==> config.mk <==
export PLATFORM = sky130hd
export DESIGN_NAME = timer_setter
export DESIGN_NICKNAME = d
export VERILOG_FILES = /design/src/rtl/alarm_clock_pkg.sv /design/src/rtl/rise_edge_detect.sv /design/src/rtl/timer_setter.sv
export SDC_FILE = /design/constraint.sdc
export NUM_CORES = 1
export LEC_CHECK = 0
export ABC_AREA = 1
export BUFFER_PORTS_ARGS = -buffer_cell sky130_fd_sc_hd__clkbuf_2
export CORE_UTILIZATION = 62
export CTS_CLUSTER_SIZE = 16
export DETAILED_ROUTE_END_ITERATION = 7
export GPL_ROUTABILITY_DRIVEN = 0
export PLACE_DENSITY_LB_ADDON = 0.3
export SKIP_CTS_REPAIR_TIMING = 1
export SYNTH_ARGS = -nofsm -noshare
export SYNTH_HDL_FRONTEND = slang
export SYNTH_SLANG_ARGS = --single-unit
==> constraint.sdc <==
create_clock -name clk -period 6.5 [get_ports clk]
set_input_delay 1.3 -clock clk [delete_from_list [all_inputs] [get_ports clk]]
set_output_delay 1.3 -clock clk [all_outputs]
set_load 0.02 [all_outputs]
==> src/rtl/alarm_clock_pkg.sv <==
// Shared constants for the alarm/countdown clock: switch codes, BCD digit limits,
// cursor digit indices, setter FSM encoding and per-digit step helpers.
package alarm_clock_pkg;

    localparam logic [1:0] SW_TIMER_MODE = 2'b10;
    localparam logic [1:0] SW_SET_MODE   = 2'b11;

    localparam logic [3:0] MAX_HOUR_LEFT  = 4'd9;
    localparam logic [3:0] MAX_HOUR_RIGHT = 4'd9;
    localparam logic [3:0] MAX_MIN_LEFT   = 4'd5;
    localparam logic [3:0] MAX_MIN_RIGHT  = 4'd9;
    localparam logic [3:0] MAX_SEC_LEFT   = 4'd5;
    localparam logic [3:0] MAX_SEC_RIGHT  = 4'd9;

    localparam logic [2:0] DIGIT_SEC_RIGHT  = 3'd0;
    localparam logic [2:0] DIGIT_SEC_LEFT   = 3'd1;
    localparam logic [2:0] DIGIT_MIN_RIGHT  = 3'd2;
    localparam logic [2:0] DIGIT_MIN_LEFT   = 3'd3;
    localparam logic [2:0] DIGIT_HOUR_RIGHT = 3'd4;
    localparam logic [2:0] DIGIT_HOUR_LEFT  = 3'd5;

    typedef enum logic [1:0] {
        ST_IDLE   = 2'd0,
        ST_EDIT   = 2'd1,
        ST_COMMIT = 2'd2
    } setter_state_e;

    function automatic logic [3:0] digit_max(input logic [2:0] idx);
        case (idx)
            DIGIT_SEC_RIGHT:  digit_max = MAX_SEC_RIGHT;
            DIGIT_SEC_LEFT:   digit_max = MAX_SEC_LEFT;
            DIGIT_MIN_RIGHT:  digit_max = MAX_MIN_RIGHT;
            DIGIT_MIN_LEFT:   digit_max = MAX_MIN_LEFT;
            DIGIT_HOUR_RIGHT: digit_max = MAX_HOUR_RIGHT;
            default:          digit_max = MAX_HOUR_LEFT;
        endcase
    endfunction

    // Steps one BCD digit up or down with wrap at its own limit; neighbours never carry.
    function automatic logic [23:0] step_digit(input logic [23:0] value,
                                               input logic [2:0]  idx,
                                               input logic        up);
        logic [4:0] base;
        logic [3:0] d;
        logic [3:0] lim;
        step_digit = value;
        if (idx <= DIGIT_HOUR_LEFT) begin
            base = {idx, 2'b00};
            d    = value[base +: 4];
            lim  = digit_max(idx);
            if (up) begin
                d = (d >= lim) ? 4'd0 : d + 4'd1;
            end else begin
                d = (d == 4'd0) ? lim : d - 4'd1;
            end
            step_digit[base +: 4] = d;
        end
    endfunction

endpackage

==> src/rtl/rise_edge_detect.sv <==
// Rising-edge detector for a debounced button level: registers the level and
// pulses for one cycle when the level goes 0 -> 1.
module rise_edge_detect (
    input  logic clk,
    input  logic rst_n,
    input  logic level,
    output logic pulse
);

    logic level_q;

    always_ff @(posedge clk or negedge rst_n) begin
        if (!rst_n) begin
            level_q <= 1'b0;
        end else begin
            level_q <= level;
        end
    end

    assign pulse = level & ~level_q;

endmodule

==> src/rtl/timer_setter.sv <==
// Button-driven editor for the six-digit BCD HH:MM:SS countdown preset.
// Optional auto-repeat of held increase/decrease is built when TIMER_SETTER_REPEAT_EN is defined.
module timer_setter
    import alarm_clock_pkg::*;
#(
    parameter logic [1:0]  SET_MODE      = SW_SET_MODE,
    parameter int unsigned REPEAT_DELAY  = 25000000,
    parameter int unsigned REPEAT_PERIOD = 5000000
) (
    input  logic        clk,
    input  logic        rst_n,
    input  logic [1:0]  switch_state,
    input  logic        button_left,
    input  logic        button_right,
    input  logic        button_increase,
    input  logic        button_decrease,
    input  logic        button_confirm,
    output logic [23:0] intended_set_timer,
    output logic        timer_propagate,
    output logic [2:0]  cursor,
    output logic        editing
);

    // Strobe contract: timer_propagate is high for exactly one clk, and
    // intended_set_timer holds the committed value from that edge onward.

    setter_state_e state, state_next;
    logic [23:0]   working, working_next;
    logic [23:0]   intended_next;
    logic [2:0]    cursor_next;
    logic          prop_next;

    logic left_p, right_p, inc_p, dec_p, conf_p;
    logic mode_set;
    logic rpt_fire;
    logic rpt_up;

    rise_edge_detect u_left  (.clk(clk), .rst_n(rst_n), .level(button_left),     .pulse(left_p));
    rise_edge_detect u_right (.clk(clk), .rst_n(rst_n), .level(button_right),    .pulse(right_p));
    rise_edge_detect u_inc   (.clk(clk), .rst_n(rst_n), .level(button_increase), .pulse(inc_p));
    rise_edge_detect u_dec   (.clk(clk), .rst_n(rst_n), .level(button_decrease), .pulse(dec_p));
    rise_edge_detect u_conf  (.clk(clk), .rst_n(rst_n), .level(button_confirm),  .pulse(conf_p));

    assign mode_set = (switch_state == SET_MODE);
    assign editing  = (state == ST_EDIT);

`ifdef TIMER_SETTER_REPEAT_EN
    localparam logic [25:0] DELAY_M1  = 26'(REPEAT_DELAY - 1);
    localparam logic [25:0] PERIOD_M1 = 26'(REPEAT_PERIOD - 1);

    logic [25:0] rpt_cnt;
    logic        rpt_armed;
    logic        rpt_in_period;
    logic        rpt_held;
    logic        any_edge;
    logic        step_edge;

    assign any_edge  = left_p | right_p | inc_p | dec_p | conf_p;
    assign step_edge = (state == ST_EDIT) && mode_set && !conf_p && (inc_p || dec_p);
    assign rpt_held  = rpt_up ? button_increase : button_decrease;
    assign rpt_fire  = rpt_armed && (state == ST_EDIT) && mode_set && !any_edge && rpt_held &&
                       (rpt_cnt == (rpt_in_period ? PERIOD_M1 : DELAY_M1));

    // A fresh inc/dec edge (re)starts the delay; anything else that interrupts cancels.
    always_ff @(posedge clk or negedge rst_n) begin
        if (!rst_n) begin
            rpt_cnt       <= '0;
            rpt_armed     <= 1'b0;
            rpt_in_period <= 1'b0;
            rpt_up        <= 1'b1;
        end else if (step_edge) begin
            rpt_cnt       <= '0;
            rpt_armed     <= 1'b1;
            rpt_in_period <= 1'b0;
            rpt_up        <= inc_p;
        end else if (any_edge || state != ST_EDIT || !mode_set || !rpt_held) begin
            rpt_armed     <= 1'b0;
        end else if (rpt_armed) begin
            if (rpt_fire) begin
                rpt_cnt       <= '0;
                rpt_in_period <= 1'b1;
            end else begin
                rpt_cnt <= rpt_cnt + 26'd1;
            end
        end
    end
`else
    logic unused_repeat_cfg;
    assign unused_repeat_cfg = ^{REPEAT_DELAY, REPEAT_PERIOD};
    assign rpt_fire = 1'b0;
    assign rpt_up   = 1'b1;
`endif

    always_ff @(posedge clk or negedge rst_n) begin
        if (!rst_n) begin
            state              <= ST_IDLE;
            working            <= '0;
            cursor             <= '0;
            intended_set_timer <= '0;
            timer_propagate    <= 1'b0;
        end else begin
            state              <= state_next;
            working            <= working_next;
            cursor             <= cursor_next;
            intended_set_timer <= intended_next;
            timer_propagate    <= prop_next;
        end
    end

    always_comb begin
        state_next    = state;
        working_next  = working;
        cursor_next   = cursor;
        intended_next = intended_set_timer;
        prop_next     = 1'b0;
        case (state)
            ST_IDLE: begin
                if (mode_set) begin
                    working_next = intended_set_timer;
                    cursor_next  = DIGIT_SEC_RIGHT;
                    state_next   = ST_EDIT;
                end
            end
            ST_EDIT: begin
                // One action per cycle; lower-priority edges in the same cycle are dropped.
                if (!mode_set) begin
                    state_next = ST_IDLE;
                end else if (conf_p) begin
                    if (working != 24'd0) begin
                        state_next = ST_COMMIT;
                    end
                end else if (inc_p) begin
                    working_next = step_digit(working, cursor, 1'b1);
                end else if (dec_p) begin
                    working_next = step_digit(working, cursor, 1'b0);
                end else if (left_p) begin
                    cursor_next = (cursor == DIGIT_HOUR_LEFT) ? DIGIT_SEC_RIGHT : cursor + 3'd1;
                end else if (right_p) begin
                    cursor_next = (cursor == DIGIT_SEC_RIGHT) ? DIGIT_HOUR_LEFT : cursor - 3'd1;
                end else if (rpt_fire) begin
                    working_next = step_digit(working, cursor, rpt_up);
                end
            end
            ST_COMMIT: begin
                intended_next = working;
                prop_next     = 1'b1;
                state_next    = mode_set ? ST_EDIT : ST_IDLE;
            end
            default: begin
                state_next = ST_IDLE;
            end
        endcase
    end

endmodule
==> metrics.cfg <==
[power_and_ir_drop]
peakVddDrop_uv = 219.3
combPwrFrac = 0.403
p_total_mw = 1.398
power_switching_share = 0.4276
p_leak_nw = 1.952
p_int_mw = 0.8004
pwr-share-seq = 0.359
power_density_nw_per_um2 = 358.5
pwr-share-clk = 0.238
p_sw_mw = 0.5979

[sta]
hold_violations = 0
slew-limit-headroom = 0.3250
skew_ns = 0.008011
period_needed_ns = 3.362
finalCritPeriodShare = 0.5172
setup_tns_ns = 0
rsz0062_at_grt = false
report.final.slew_viol_count = 0
worstMarginPinSlew_ns = 1.011
max_freq_mhz = 297.4
finalSetupViolations = 0

[clocking]
htreeDepth = 3
cts_tree = done
clockBufferDepth = 2
clk_pin_slew_worst_paths_ns = 0.07
clock-sinks = 59
numCtsBuffers = 9
cts_root_buf = clkbuf_8
clock_latency_ns = 0.35

[synthesis]
synth_area_sq_um = 3511
yosys.area.top_type = dfrtp_1
yosys-top-cells-area = dfrtp_1, nand2_1, inv_1
synth_edf_count = 0
synth_cells = 445
synthFlopType = dfrtp_1
synth_common_cells = nand2_1, dfrtp_1, inv_1
synth-seq-cells = 59
synthesis.nets = 466
async_reset_ff_frac = 1.000
ys_types = 42
yosysWarnings = 0
ys_seq_area_frac = 0.4205
yosysMostFrequentCell = nand2_1
postSynthAreaPerCell_sq_um = 7.890
yosys.area.top_type_share = 0.4205

[die]
num_io_pins = 38
die_h_um = 77.25
die_w_um = 77.25
start_util = 0.6415
die_area_sq_um = 5968
num_rows = 27
fp.coreArea_sq_um = 5473

[run_status]
status = finished, final reports clean

[finish]
nets = 501
fill_cells = 453
multiInputGateArea_sq_um = 1698
final_layout_size_suffix_gt1_frac = 0.1876
register_area_sq_um = 1476
diodes = 0
area_delta_synth_final_pct = 11.08

[worst_setup_path]
cp_max_fo = 23
arrival_ns = 3.62
crit_type = reg -> reg
start_kind = register
reg2regPathDepth = 15
critPathCaptureType = register
critPathRequiredTime_ns = 6.75

[hold_path]
hp-class = reg -> reg
min_path_cells = 1

[grt]
antenna_found_initial = 0
grt_overflow = 0
grt_max_degree = 60
grt.total_usage = 0.3134
grt_pass1_vias = 3003
grt_pass1_wl_mm = 14.26

[drt]
routedWlPerCell_um = 15.54
finalWirelength_mm = 8.658
postRouteAntennaNets = 0
drt_iter0_drc = 252
vias_per_cell = 5.883
drtPass1Iterations = 6
vias = 3277
route.detailed.drc = 0

[place]
dp_hpwl_mm = 6.212
port_buffers = 37

[job]
maxCapViolCount = 0

-- routing by layer --
| layer | part of all wire | global-route usage | up-vias |
|---|---|---|---|
| met2 | 0.46 | 0.4743 | 148 |
| met5 | 0 | 0 | - |
| met3 | 0.074 | 0.07500 | 42 |
| li1 | - | - | 1556 |
| met4 | 0.038 | 0.1698 | 0 |
| met1 | 0.43 | 0.4133 | 1531 |
-- power groups by stage --
stage	logic, mW	registers [mW]	clock network [mW]
floorplan	0.383	0.532	0
global placement	0.533	0.504	0
detailed placement	0.549	0.508	0
CTS	0.553	0.502	0.336
global route	0.623	0.512	0.349
finish	0.563	0.503	0.333
-- cell families (layout without fill, tap and decap cells) --
kind of cell / Yosys count / in the layout / synth area share
AO/OA/AOI/OAI: 104 / 104 / 0.1803
XOR/XNOR: 1 / 1 / 0.002495
adder cells (fa/ha/maj): 12 / 12 / 0.04276
buffers and inverters: 79 / 119 / 0.09586
flip-flops: 59 / 59 / 0.4205
AND/OR/NAND/NOR: 190 / 190 / 0.2580
-- per-stage QoR --
| stage | instances | worst slack (ns) | hold slack, ns | area [sq um] | util |
|---|---|---|---|---|---|
| 5_1_grt | 557 | 2.714 | 0.5501 | 3900 | 0.7126 |
| 3_3_place_gp | 541 | 3.236 | 0.4940 | 3706 | 0.6772 |
| 4_1_cts | 557 | 3.238 | 0.5133 | 3900 | 0.7126 |
| 2_1_floorplan | 445 | 3.876 | 0.4667 | 3511 | - |
| 3_5_place_dp | 541 | 3.081 | 0.5026 | 3706 | 0.6772 |
| 6_report | 557 | 3.138 | 0.5105 | 3900 | 0.7126 |
-- cell usage in the layout, fill, tap and decap left out, drive strengths merged, types with 2 or more instances in the layout --
master,n
clkbuf,48
clkinv,4
a31oi,2
a22oi,17
nand3,29
ha,12
nand4,15
dfrtp,59
o211ai,3
inv,64
nor2,25
nand2,105
and3,2
nor3,8
o21ai,37
nor4,6
a21boi,2
a21oi,39
-- final cells by class --
class | instances | share of cell area
sequential | 59 | 0.3786
timing repair buffer | 38 | 0.04941
tap | 72 | 0.02310
clock inverter | 5 | 0.01347
clock buffer | 11 | 0.03625
multi-input combinational | 307 | 0.4354
inverter | 65 | 0.06384
-- registers in the layout (all words and copies together), names as in the netlist --
name / cells
working: 24
u_right.level_q: 1
u_dec.level_q: 1
state: 2
u_left.level_q: 1
timer_propagate: 1
u_inc.level_q: 1
cursor: 3
u_conf.level_q: 1
intended_set_timer: 24
-- worst max-delay path, cell delays in order, from the launching register on --
cell and delay, ns:
dfrtp_1 0.89, inv_4 0.19, nor2_1 0.24, nor3_2 0.09, a21oi_1 0.32, ha_1 0.23
inv_1 0.06, o21ai_0 0.19, nand3_1 0.16, a21oi_4 0.21, nand2_1 0.07, nand2_1 0.14
nand2_2 0.10, nor2_2 0.13, nand2_1 0.07, a22oi_1 0.18
-- path summary, 6_finish.rpt --
check	startpoint	endpoint	slack (ns)
max	cursor[0]$_DFFE_PN0P_	working[9]$_DFFE_PN0P_	3.14
min	state[0]$_DFFE_PN0P_	state[0]$_DFFE_PN0P_	0.51
max reg2reg	cursor[0]$_DFFE_PN0P_	working[9]$_DFFE_PN0P_	3.14
min reg2reg	state[0]$_DFFE_PN0P_	state[0]$_DFFE_PN0P_	0.51
max in group asynchronous	rst_n	working[18]$_DFFE_PN0P_	4.92
min in group asynchronous	rst_n	intended_set_timer[7]$_DFFE_PN0P_	1.10
Power figures use the tool's default switching activity.
